[config.mk]
export PLATFORM = sky130hd
export DESIGN_NAME = decode_stage
export DESIGN_NICKNAME = d
export VERILOG_FILES = /design/src/rtl/riscv_pkg.sv /design/src/rtl/decode_stage_immediate_generator.sv /design/src/rtl/decode_stage.sv
export SDC_FILE = /design/constraint.sdc
export NUM_CORES = 1
export LEC_CHECK = 0
export ABC_AREA = 0
export BUFFER_PORTS_ARGS = -buffer_cell sky130_fd_sc_hd__buf_2
export CAP_MARGIN = 15
export CORE_UTILIZATION = 41
export DETAILED_ROUTE_END_ITERATION = 10
export GPL_ROUTABILITY_DRIVEN = 0
export HOLD_SLACK_MARGIN = 0.06
export PLACE_DENSITY = 0.78
export SYNTH_ARGS = -nofsm -noshare
export SYNTH_HDL_FRONTEND = slang
export SYNTH_SLANG_ARGS = --single-unit
export TNS_END_PERCENT = 5
[constraint.sdc]
create_clock -name i_Clock -period 3 [get_ports i_Clock]
set_input_delay 0.15 -clock i_Clock [delete_from_list [all_inputs] [get_ports i_Clock]]
set_output_delay 0.15 -clock i_Clock [all_outputs]
set_load 0.02 [all_outputs]
[src/rtl/riscv_pkg.sv]
// RV32I decode vocabulary: opcodes, funct fields and the enumerations that
// describe a decoded instruction to the execute stage.
package riscv_pkg;

    localparam logic [6:0] OPC_LOAD    = 7'b0000011;
    localparam logic [6:0] OPC_MISCMEM = 7'b0001111;
    localparam logic [6:0] OPC_OPIMM   = 7'b0010011;
    localparam logic [6:0] OPC_AUIPC   = 7'b0010111;
    localparam logic [6:0] OPC_STORE   = 7'b0100011;
    localparam logic [6:0] OPC_OP      = 7'b0110011;
    localparam logic [6:0] OPC_LUI     = 7'b0110111;
    localparam logic [6:0] OPC_BRANCH  = 7'b1100011;
    localparam logic [6:0] OPC_JALR    = 7'b1100111;
    localparam logic [6:0] OPC_JAL     = 7'b1101111;
    localparam logic [6:0] OPC_SYSTEM  = 7'b1110011;

    localparam logic [2:0] F3_ADD_SUB  = 3'b000;
    localparam logic [2:0] F3_SLL      = 3'b001;
    localparam logic [2:0] F3_SLT      = 3'b010;
    localparam logic [2:0] F3_SLTU     = 3'b011;
    localparam logic [2:0] F3_XOR      = 3'b100;
    localparam logic [2:0] F3_SRL_SRA  = 3'b101;
    localparam logic [2:0] F3_OR       = 3'b110;
    localparam logic [2:0] F3_AND      = 3'b111;

    localparam logic [2:0] F3_BYTE     = 3'b000;
    localparam logic [2:0] F3_HALF     = 3'b001;
    localparam logic [2:0] F3_WORD     = 3'b010;
    localparam logic [2:0] F3_BYTE_U   = 3'b100;
    localparam logic [2:0] F3_HALF_U   = 3'b101;

    localparam logic [2:0] F3_FENCE    = 3'b000;
    localparam logic [2:0] F3_JALR     = 3'b000;

    localparam logic [6:0] F7_BASE     = 7'b0000000;
    localparam logic [6:0] F7_ALT      = 7'b0100000;

    localparam logic [31:0] INSN_ECALL  = 32'h0000_0073;
    localparam logic [31:0] INSN_EBREAK = 32'h0010_0073;

    typedef enum logic [3:0] {
        ALU_ADD   = 4'd0,
        ALU_SUB   = 4'd1,
        ALU_SLL   = 4'd2,
        ALU_SLT   = 4'd3,
        ALU_SLTU  = 4'd4,
        ALU_XOR   = 4'd5,
        ALU_SRL   = 4'd6,
        ALU_SRA   = 4'd7,
        ALU_OR    = 4'd8,
        ALU_AND   = 4'd9,
        ALU_LUI   = 4'd10,
        ALU_AUIPC = 4'd11
    } alu_op_t;

    typedef enum logic [2:0] {
        CLASS_ALU    = 3'd0,
        CLASS_LOAD   = 3'd1,
        CLASS_STORE  = 3'd2,
        CLASS_BRANCH = 3'd3,
        CLASS_JAL    = 3'd4,
        CLASS_JALR   = 3'd5,
        CLASS_SYSTEM = 3'd6
    } op_class_t;

    // IMM_NONE marks words whose fields are not trusted at all (bad opcode).
    typedef enum logic [2:0] {
        IMM_NONE = 3'd0,
        IMM_R    = 3'd1,
        IMM_I    = 3'd2,
        IMM_S    = 3'd3,
        IMM_B    = 3'd4,
        IMM_U    = 3'd5,
        IMM_J    = 3'd6
    } imm_format_t;

    typedef struct packed {
        op_class_t   opClass;
        alu_op_t     aluOp;
        imm_format_t immFormat;
        logic        regWrite;
        logic        illegal;
    } decode_t;

    function automatic alu_op_t aluFromFunct3(input logic [2:0] funct3, input logic alt);
        alu_op_t op;
        case (funct3)
            F3_ADD_SUB: op = alt ? ALU_SUB : ALU_ADD;
            F3_SLL:     op = ALU_SLL;
            F3_SLT:     op = ALU_SLT;
            F3_SLTU:    op = ALU_SLTU;
            F3_XOR:     op = ALU_XOR;
            F3_SRL_SRA: op = alt ? ALU_SRA : ALU_SRL;
            F3_OR:      op = ALU_OR;
            F3_AND:     op = ALU_AND;
            default:    op = ALU_ADD;
        endcase
        return op;
    endfunction

endpackage

[src/rtl/decode_stage_immediate_generator.sv]
// Sign-extended RV32I immediate for a given encoding format. The opcode bits
// carry no immediate information, so only instruction bits [31:7] come in.
module immediate_generator
    import riscv_pkg::*;
(
    input  logic [31:7] i_Instruction,
    input  imm_format_t i_Format,
    output logic [31:0] o_Immediate
);

    // Format-selected bit gather
    always_comb begin
        o_Immediate = 32'h0000_0000;
        case (i_Format)
            IMM_I: o_Immediate = {{20{i_Instruction[31]}}, i_Instruction[31:20]};
            IMM_S: o_Immediate = {{20{i_Instruction[31]}}, i_Instruction[31:25], i_Instruction[11:7]};
            IMM_B: o_Immediate = {{19{i_Instruction[31]}}, i_Instruction[31], i_Instruction[7],
                                  i_Instruction[30:25], i_Instruction[11:8], 1'b0};
            IMM_U: o_Immediate = {i_Instruction[31:12], 12'h000};
            IMM_J: o_Immediate = {{11{i_Instruction[31]}}, i_Instruction[31], i_Instruction[19:12],
                                  i_Instruction[20], i_Instruction[30:21], 1'b0};
            default: o_Immediate = 32'h0000_0000;
        endcase
    end

endmodule

[src/rtl/decode_stage.sv]
// RV32I decode stage: a one-deep decode slot in front of execute that drives the
// register file read addresses and owns load-use stall and branch flush.
module decode_stage
    import riscv_pkg::*;
#(
    parameter int XLEN = 32
) (
    input  logic            i_Clock,
    input  logic            i_Reset_n,
    input  logic            i_FetchValid,
    input  logic [31:0]     i_Instruction,
    input  logic [XLEN-1:0] i_Pc,
    output logic            o_FetchReady,
    input  logic            i_ExecuteReady,
    input  logic            i_Flush,
    output logic [4:0]      o_RegSource1,
    output logic [4:0]      o_RegSource2,
    output logic            o_Valid,
    output logic [XLEN-1:0] o_Pc,
    output logic [4:0]      o_RegDest,
    output logic            o_RegWrite,
    output logic [XLEN-1:0] o_Immediate,
    output logic [3:0]      o_AluOp,
    output logic [2:0]      o_OpClass,
    output logic [2:0]      o_Funct3,
    output logic            o_Illegal
);

    logic [6:0]  w_Opcode;
    logic [2:0]  w_Funct3;
    logic [6:0]  w_Funct7;
    logic [4:0]  w_Rd;
    decode_t     w_Dec;
    logic        w_UsesRs1;
    logic        w_UsesRs2;
    logic [4:0]  w_InRs1;
    logic [4:0]  w_InRs2;
    logic [31:0] w_Immediate;
    logic        w_Hold;
    logic        w_LoadUse;
    logic        w_Transfer;
    logic [4:0]  r_HeldRs1;
    logic [4:0]  r_HeldRs2;

    assign w_Opcode = i_Instruction[6:0];
    assign w_Funct3 = i_Instruction[14:12];
    assign w_Funct7 = i_Instruction[31:25];
    assign w_Rd     = i_Instruction[11:7];

    // Opcode/funct decode; anything unrecognised falls through as an illegal ALU no-op
    always_comb begin
        w_Dec.opClass   = CLASS_ALU;
        w_Dec.aluOp     = ALU_ADD;
        w_Dec.immFormat = IMM_NONE;
        w_Dec.regWrite  = 1'b0;
        w_Dec.illegal   = 1'b1;
        case (w_Opcode)
            OPC_LUI: begin
                w_Dec.immFormat = IMM_U;
                w_Dec.aluOp     = ALU_LUI;
                w_Dec.regWrite  = 1'b1;
                w_Dec.illegal   = 1'b0;
            end
            OPC_AUIPC: begin
                w_Dec.immFormat = IMM_U;
                w_Dec.aluOp     = ALU_AUIPC;
                w_Dec.regWrite  = 1'b1;
                w_Dec.illegal   = 1'b0;
            end
            OPC_JAL: begin
                w_Dec.immFormat = IMM_J;
                w_Dec.opClass   = CLASS_JAL;
                w_Dec.regWrite  = 1'b1;
                w_Dec.illegal   = 1'b0;
            end
            OPC_JALR: begin
                w_Dec.immFormat = IMM_I;
                if (w_Funct3 == F3_JALR) begin
                    w_Dec.opClass  = CLASS_JALR;
                    w_Dec.regWrite = 1'b1;
                    w_Dec.illegal  = 1'b0;
                end else begin
                    w_Dec.illegal  = 1'b1;
                end
            end
            OPC_BRANCH: begin
                w_Dec.immFormat = IMM_B;
                if (w_Funct3 != 3'b010 && w_Funct3 != 3'b011) begin
                    w_Dec.opClass = CLASS_BRANCH;
                    w_Dec.illegal = 1'b0;
                end else begin
                    w_Dec.illegal = 1'b1;
                end
            end
            OPC_LOAD: begin
                w_Dec.immFormat = IMM_I;
                if (w_Funct3 == F3_BYTE || w_Funct3 == F3_HALF || w_Funct3 == F3_WORD ||
                    w_Funct3 == F3_BYTE_U || w_Funct3 == F3_HALF_U) begin
                    w_Dec.opClass  = CLASS_LOAD;
                    w_Dec.regWrite = 1'b1;
                    w_Dec.illegal  = 1'b0;
                end else begin
                    w_Dec.illegal  = 1'b1;
                end
            end
            OPC_STORE: begin
                w_Dec.immFormat = IMM_S;
                if (w_Funct3 == F3_BYTE || w_Funct3 == F3_HALF || w_Funct3 == F3_WORD) begin
                    w_Dec.opClass = CLASS_STORE;
                    w_Dec.illegal = 1'b0;
                end else begin
                    w_Dec.illegal = 1'b1;
                end
            end
            OPC_OPIMM: begin
                w_Dec.immFormat = IMM_I;
                // Only the shift-immediates constrain the upper bits
                if ((w_Funct3 == F3_SLL && w_Funct7 != F7_BASE) ||
                    (w_Funct3 == F3_SRL_SRA && w_Funct7 != F7_BASE && w_Funct7 != F7_ALT)) begin
                    w_Dec.illegal  = 1'b1;
                end else begin
                    w_Dec.aluOp    = aluFromFunct3(w_Funct3, (w_Funct3 == F3_SRL_SRA) && w_Funct7[5]);
                    w_Dec.regWrite = 1'b1;
                    w_Dec.illegal  = 1'b0;
                end
            end
            OPC_OP: begin
                w_Dec.immFormat = IMM_R;
                if ((w_Funct7 == F7_BASE) ||
                    (w_Funct7 == F7_ALT && (w_Funct3 == F3_ADD_SUB || w_Funct3 == F3_SRL_SRA))) begin
                    w_Dec.aluOp    = aluFromFunct3(w_Funct3, w_Funct7[5]);
                    w_Dec.regWrite = 1'b1;
                    w_Dec.illegal  = 1'b0;
                end else begin
                    w_Dec.illegal  = 1'b1;
                end
            end
            OPC_MISCMEM: begin
                w_Dec.immFormat = IMM_I;
                w_Dec.illegal   = (w_Funct3 != F3_FENCE);
            end
            OPC_SYSTEM: begin
                w_Dec.immFormat = IMM_I;
                if (i_Instruction == INSN_ECALL || i_Instruction == INSN_EBREAK) begin
                    w_Dec.opClass = CLASS_SYSTEM;
                    w_Dec.illegal = 1'b0;
                end else begin
                    w_Dec.illegal = 1'b1;
                end
            end
            default: begin
                w_Dec.illegal = 1'b1;
            end
        endcase
    end

    assign w_UsesRs1 = (w_Dec.immFormat == IMM_R) || (w_Dec.immFormat == IMM_I) ||
                       (w_Dec.immFormat == IMM_S) || (w_Dec.immFormat == IMM_B);
    assign w_UsesRs2 = (w_Dec.immFormat == IMM_R) || (w_Dec.immFormat == IMM_S) ||
                       (w_Dec.immFormat == IMM_B);
    assign w_InRs1   = w_UsesRs1 ? i_Instruction[19:15] : 5'd0;
    assign w_InRs2   = w_UsesRs2 ? i_Instruction[24:20] : 5'd0;

    immediate_generator u_immediateGenerator (
        .i_Instruction (i_Instruction[31:7]),
        .i_Format      (w_Dec.immFormat),
        .o_Immediate   (w_Immediate)
    );

    assign w_Hold = o_Valid && !i_ExecuteReady && !i_Flush;

    // Unused source fields are already forced to x0, so they can never match a nonzero rd
    assign w_LoadUse = o_Valid && (o_OpClass == CLASS_LOAD) && (o_RegDest != 5'd0) && i_FetchValid &&
                       ((w_UsesRs1 && w_InRs1 == o_RegDest) || (w_UsesRs2 && w_InRs2 == o_RegDest));

    assign o_FetchReady = !i_Flush && (!o_Valid || i_ExecuteReady) && !w_LoadUse;
    assign w_Transfer   = i_FetchValid && o_FetchReady;

    // The register file re-reads the held sources each stalled cycle so late writebacks land
    assign o_RegSource1 = w_Hold ? r_HeldRs1 : w_InRs1;
    assign o_RegSource2 = w_Hold ? r_HeldRs2 : w_InRs2;

    // Decode slot: capture on transfer, keep on hold, otherwise drain to a bubble
    always_ff @(posedge i_Clock or negedge i_Reset_n) begin
        if (!i_Reset_n) begin
            o_Valid     <= 1'b0;
            o_Pc        <= '0;
            o_RegDest   <= 5'd0;
            o_RegWrite  <= 1'b0;
            o_Immediate <= '0;
            o_AluOp     <= 4'd0;
            o_OpClass   <= 3'd0;
            o_Funct3    <= 3'd0;
            o_Illegal   <= 1'b0;
            r_HeldRs1   <= 5'd0;
            r_HeldRs2   <= 5'd0;
        end else if (w_Transfer) begin
            o_Valid     <= 1'b1;
            o_Pc        <= i_Pc;
            o_RegDest   <= w_Rd;
            o_RegWrite  <= w_Dec.regWrite && (w_Rd != 5'd0);
            o_Immediate <= w_Immediate;
            o_AluOp     <= w_Dec.aluOp;
            o_OpClass   <= w_Dec.opClass;
            o_Funct3    <= w_Funct3;
            o_Illegal   <= w_Dec.illegal;
            r_HeldRs1   <= w_InRs1;
            r_HeldRs2   <= w_InRs2;
        end else if (!w_Hold) begin
            o_Valid     <= 1'b0;
        end
    end

endmodule

==> results of run 1 <==
cell usage after synthesis, types with 2 or more instances:
cell type | count | area share, %
o21ai_0 | 43 | 4.4
and3b_1 | 2 | 0.36
a31oi_1 | 5 | 0.64
nand2_1 | 38 | 2.9
nor3_1 | 8 | 0.82
buf_2 | 5 | 0.52
inv_1 | 17 | 1.3
nor3b_1 | 3 | 0.46
mux2_4 | 47 | 15
nand2b_1 | 5 | 0.64
o31ai_1 | 2 | 0.31
buf_8 | 4 | 1.2
a22o_1 | 12 | 2.2
o21a_1 | 5 | 0.77
nand4_1 | 3 | 0.39
xor2_1 | 4 | 0.72
xnor2_1 | 8 | 1.4
nand3_1 | 27 | 2.8
nor2_1 | 9 | 0.70
nand3b_1 | 2 | 0.31
a21boi_0 | 2 | 0.31
dfrtp_1 | 92 | 47
or2_2 | 2 | 0.26
buf_4 | 2 | 0.31
buf_6 | 3 | 0.70
mux2_2 | 2 | 0.46
clkbuf_1 | 14 | 1.1
mux2i_1 | 12 | 2.5
nor4_1 | 5 | 0.64
and2_1 | 2 | 0.26
and3_1 | 3 | 0.39
nor2b_1 | 3 | 0.39
a21oi_1 | 34 | 3.5
or4_1 | 2 | 0.31
final timing paths:
kind / start / end / cells past startpoint
worst max-delay path: i_Instruction[28] / o_Illegal / 8
worst max register to register: o_Valid / o_Pc[11] / 6
max in group asynchronous: i_Reset_n / r_HeldRs1[3] / 3
worst min-delay path: i_Instruction[29] / o_Immediate[9] / 2
min in group asynchronous: i_Reset_n / o_Pc[16] / 2
worst min register to register: o_Immediate[31] / o_Immediate[31] / 2
metal layers:
layer / vias to the layer above / GRT usage (%)
met2: 271 / 38.9
met1: 2118 / 30.0
met4: 0 / 8.36
li1: 1982 / -
met3: 38 / 7.00
met5: - / 0
metrics by stage:
stage	power, mW	util (%)	std cells
after floorplan	2.01	-	447
after global placement	2.28	50.3	733
after detailed placement	2.30	50.3	733
after CTS	3.42	55.9	785
after global routing	3.55	55.9	785
final	3.40	55.9	785
layout make-up:
class                           count  area, um2  area share, %
Multi-Input combinational cell    309       2300           36.0
Tap cell                          143        179           2.79
Sequential cell                    92       2300           35.9
Clock buffer                       13        260           4.06
Inverter                           17       63.8          0.996
Timing Repair Buffer              208       1280           19.9
Clock inverter                      3       21.3          0.332
power groups by stage:
stage	clock network [mW]	logic [mW]	registers [mW]
after floorplan	0	0.384	1.62
after global placement	0	0.804	1.47
after detailed placement	0	0.821	1.48
after CTS	1.10	0.862	1.46
after global routing	1.16	0.922	1.47
final	1.08	0.864	1.46
flip-flops by register name, summed over array words and instances, names as in the netlist:
name / count
o_AluOp: 4
o_Immediate: 32
o_RegDest: 5
o_Illegal: 1
o_RegWrite: 1
r_HeldRs2: 5
o_OpClass: 3
o_Valid: 1
r_HeldRs1: 5
o_Pc: 32
o_Funct3: 3
critical path: cells and delay by family:
family | cells | cell delay, ns
simple gates | 4 | 1.41
compound gates | 1 | 0.18
buf+inv | 2 | 0.67
mux | 1 | 0.28
placed cells by master (no fill, tap or decap), types with 3 or more instances in the layout:
cell type	count
xnor2_1	8
nand3_1	27
o21a_1	5
nand2b_1	5
nor3_1	8
a31oi_1	5
inv_1	17
nor2_1	9
and3_1	3
o21ai_0	43
dfrtp_1	92
a21oi_1	34
nor3b_1	3
buf_4	10
nor4_1	4
xor2_1	4
nand4_1	3
a22o_1	12
dlygate4sd3_1	36
mux2_4	47
nor2b_1	3
nand2_1	38
mux2i_1	12
clkbuf_16	9
buf_2	160
timing repair:
| item | 4_1_cts | 5_1_grt |
|---|---|---|
| hold endpoints to repair | 66 | 0 |
| resized for setup | 0 | 0 |
| setup endpoints to repair | 0 | 0 |
| hold buffers | 36 | 0 |
cells by family after synthesis:
group	count (synthesis)	share of synthesized area [%]
and+or+nand+nor	119	12.6
AOI/OAI and AO/OA	116	14.9
DFF	92	47.4
muxes	61	17.5
buffers and inverters	46	5.26
xor gates and xnor gates	12	2.16
adders and majority gates	1	0.206
==> reports/metrics.cfg, run 1 <==
[detailed_routing]
route.met2.wl_mm=6.82
dr.first_iter.drc_count=396
wl_per_cell_um=18.0
num_vias=4409
drt-total-wl_mm=14.2
firstDrtPassIters=6
wl_met1_mm=5.67
wl_met3_mm=1.33
postRouteAntennaNets=0
remaining_drc_errors=0
highest_layer=met4
vias_per_cell=5.62

[setup_path]
crit_required_ns=3.23
arrival_ns=2.71
critPathMaxStageDelay_ns=0.53
worst-setup-path-type=in -> reg
end_kind=register
r2r_slack_ns=0.53
crit_path_start_kind=primary input
slowest_stage=dlygate4sd3_1
cp_max_fo=5
cp_cell_sequence=dlygate4sd3_1, buf_2, nor4_1, nand2_1, nor4_1, a2111oi_0, or4b_1, mux2_4
cpMostUsedCell=nor4_1

[timing]
setup_viol=0
finClkSkew_ns=0.00661
slew-limit-headroom_pct=54.1
fin_crit_sh_pct=82.7
fmax_mhz=403
hold_viol=0
fin_setup_tns_ns=0
whs_ns=0.0739
rsz0062_at_grt=false
worstMarginPinSlew_ns=0.686
slew_violations=0
min_period_ns=2.48
setup_ws_ns=0.519

[clocking]
cts_tree=built
cts_buffers=9
clkTransAtPathRegs_ns=0.06
cts_setup_buffers=0
insertion_delay_ns=0.34
root_buffer=clkbuf_16
h-tree-depth=3
cts_buffer_depth=2
cts_sinks=92

[synth]
ys_seq_elements=92
async_flop_share_pct=100
synthesis.area_per_instance_um2=10.9
synth_edf_count=0
yosys_most_used_dff=dfrtp_1
syn_nets=516
syn-cell-area_um2=4860
ys_seq_area_share_pct=47.4
synth.yosys.warnings=0
synth_cells=447
ys_types=54

[cells_and_area]
final_area_um2=6410
layout.nets=706
num_antenna_cells=0
area_delta_synth_final_pct=32.0
n_fill_cell=988
layout-drive-gt1-share_pct=38.0

[grt]
overflow=0
grt_pass1_wl_mm=23.1
antenna_found_initial=0
grt_max_degree=34
grt_util_all_layers_pct=23.8
grt_pass1_vias=4411

[floorplan]
core_area_um2=11500
std_cell_rows=39
die_h_um=111
fp.dieArea_um2=12300
ios=162
initial_utilization_pct=42.3
die_w_um=111

[power]
comb_power_share_pct=25.4
seqPwrFrac_pct=42.9
p_leak_nw=3.17
p_per_area_nw_per_um2=530
p_int_mw=2.36
power_switching_mw=1.03
switching_share_pct=30.4
vdd_drop_max_mv=0.445
p_clk_share_pct=31.6

[placed_design]
place_area_um2=5770
place_ws_ns=0.545
place_hpwl_mm=10.1
portBuffers=161

[outcome]
status=finished, final reports clean

[hold_path]
hp-class=in -> reg

[job]
maxCapViolations=0

Note: power is estimated with default switching activity, not from simulation.
==> inputs of run 2 (changes only) <==
Settings changed: ABC_AREA 0 to 1, PLACE_DENSITY 0.78 to 0.79.
Clock period 3 ns to 2.2 ns, I/O delays scaled along.
==> run 2 against run 1 <==
Compared with the run above:
- via count up 31%
- hold slack worse by 0.00064 ns
- non-clock buffer count grew 4
- final cell count rose by 34%
- cell area is 9.2% higher
- area after synthesis grew 13%
- sequential power increased by 34%
- worst setup slack worse by 0.37 ns
- sequential share of layout area shrank 3.0 points
- combinational power grew 14%
==> reports/metrics.cfg, run 2 <==
[clocking]
cts_buffer_depth=2
h-tree-depth=3
root_buffer=clkbuf_16
clkTransAtPathRegs_ns=0.07
cts_resized=0
cts_buffers=9
cts_tree=built
insertion_delay_ns=0.34
cts_sinks=92

[cells_and_area]
final_area_um2=7000
layout.nets=939
final_cell_mix=nand2_1 (203), buf_2 (160), nand4_1 (111)
utilization_pct=54.5
stdcell_count=1048
area_delta_synth_final_pct=27.3
reg_top3=o_Immediate: 32 flops, o_Pc: 32 flops
layout-drive-gt1-share_pct=33.7
mostFrequentLayoutCell=nand2_1

[synth]
synth.yosys.warnings=0
ys_types=34
synthesis.area_per_instance_um2=7.88
ys_seq_area_share_pct=41.9
netlist.area_leader.share_pct=41.9
synth_edf_count=0
ys_seq_elements=92
synth_cells=697
yosys-top-cells-area=dfrtp_1 (42%), nand2_1 (14%), nand4_1 (13%)
post-synth-top-count-cell=nand2_1
synth_commonest_cells=nand2_1 (203), nand4_1 (111), dfrtp_1 (92)
yosys.area.top_type=dfrtp_1
yosys_most_used_dff=dfrtp_1
syn_nets=766
async_flop_share_pct=100
syn-cell-area_um2=5490

[outcome]
status=finished, final reports clean

[hold_path]
min-delay-start=i_Instruction[9]
hold-path-endpoint=o_RegDest[2]
whs_path_depth=3
hp-class=in -> reg

[detailed_routing]
num_vias=5794
vias_per_cell=5.53
wl_per_cell_um=16.6
firstDrtPassIters=6
remaining_drc_errors=0
postRouteAntennaNets=0
drt-total-wl_mm=17.4
dr.first_iter.drc_count=853

[setup_path]
worst-setup-path-type=reg -> reg
reg2reg_from=o_OpClass[2]
rr_worst_depth=8
crit_required_ns=2.47
end_kind=register
crit_path_start_kind=register
reg2reg_to=o_Pc[1]
arrival_ns=2.32
r2r_slack_ns=0.15
cp_max_fo=28

[grt]
grt_util_all_layers_pct=25.5
overflow=0
grt_max_degree=93
grt_pass1_wl_mm=28.5
antenna_found_initial=1
grt_pass1_vias=5622

[placed_design]
place_hpwl_mm=11.5
place_area_um2=6370
place_inst=998
place_ws_ns=0.182
portBuffers=161

[power]
p_per_area_nw_per_um2=635
p_leak_nw=3.93
vdd_drop_max_mv=0.365
power_mw=4.44

[timing]
rsz0062_at_grt=false
slew_violations=0
hold_viol=0
worstMarginPinSlew_ns=0.966
setup_viol=0
slew-limit-headroom_pct=35.6
fin_setup_tns_ns=0
fmax_mhz=489
finClkSkew_ns=0.00675
min_period_ns=2.05
whs_ns=0.0733
setup_ws_ns=0.153
fin_crit_sh_pct=93.0

[floorplan]
fp.dieArea_um2=13900
initial_utilization_pct=42.8
die_h_um=118
ios=162
std_cell_rows=41
die_w_um=118
core_area_um2=12800

[job]
maxCapViolations=0

run 2: changes by cell type after synthesis, moves of 8 or more:
| cell | change |
|---|---|
| a22o_1 | -12 |
| clkbuf_1 | +10 |
| nand4_1 | +108 |
| nand2_2 | +75 |
| o211ai_1 | +14 |
| nand2_1 | +165 |
| nor3_1 | -8 |
| mux2i_1 | -12 |
| nor2_1 | +31 |
| inv_1 | +17 |
| mux2_4 | -47 |
| o21ai_0 | -39 |
| a21oi_1 | -27 |
| buf_12 | +9 |
run 2: cells by family after synthesis:
group / count (synthesis) / share of synthesized area, %
xor gates and xnor gates: 4 / 0.638
AOI/OAI and AO/OA: 38 / 4.60
buffers and inverters: 91 / 9.20
muxes: 8 / 1.64
and+or+nand+nor: 464 / 42.0
DFF: 92 / 41.9
run 2: worst max-delay path, stage by stage, from the launching register on:
cell and delay [ns]:
dfrtp_1 0.40, nand3b_1 0.16, or3b_2 0.44, a21oi_1 0.19, nand2_2 0.12, nand3_4 0.24, buf_12 0.25, nand2_2 0.08
nand2_1 0.09
run 2: layout make-up:
type / instances / area, um2
fillers: 1192 / 5830
diodes: 1 / 2.50
clock buffers: 11 / 253
multi-input cells: 514 / 2700
inverters: 41 / 154
repair buffers: 212 / 1340
flip-flops and latches: 92 / 2300
well taps: 172 / 215
clock inverters: 5 / 35.0
run 2: timing repair:
action                                  in CTS  in global routing
hold endpoints to repair                    57                  0
hold buffers                                33                  0
buffers inserted                             0                  0
endpoints found under the setup margin       0                  0
run 2: worst max-delay path by stage:
| stage | start | end | slack (ns) | depth (start not counted) |
|---|---|---|---|---|
| 2_1_floorplan | o_OpClass[2] | o_RegDest[0] | 0.33 | 8 |
| 6_report | o_OpClass[2] | o_Pc[1] | 0.15 | 8 |
| 5_1_grt | o_OpClass[2] | o_Pc[3] | 0.007 | 8 |
| 3_5_place_dp | i_Instruction[4] | o_Pc[2] | 0.18 | 13 |
| 4_1_cts | o_OpClass[2] | o_Pc[1] | 0.15 | 8 |
| 3_3_place_gp | i_Instruction[4] | o_Pc[10] | 0.25 | 12 |
run 2: power breakdown:
group	switching [mW]	internal (mW)	total, mW
Combinational	0.641	0.346	0.987
Sequential	0.115	1.84	1.95
Clock	0.672	0.830	1.50
Total	1.43	3.01	4.44
run 2: layer usage:
| metal | up-vias | wire length [um] | global-route usage (%) | part of all wire, % |
|---|---|---|---|---|
| li1 | 2703 | - | - | - |
| met3 | 74 | 1470 | 5.62 | 8.4 |
| met4 | 0 | 786 | 13.2 | 4.5 |
| met5 | - | 0 | 0 | 0 |
| met1 | 2673 | 7280 | 33.7 | 42 |
| met2 | 344 | 7880 | 38.9 | 45 |
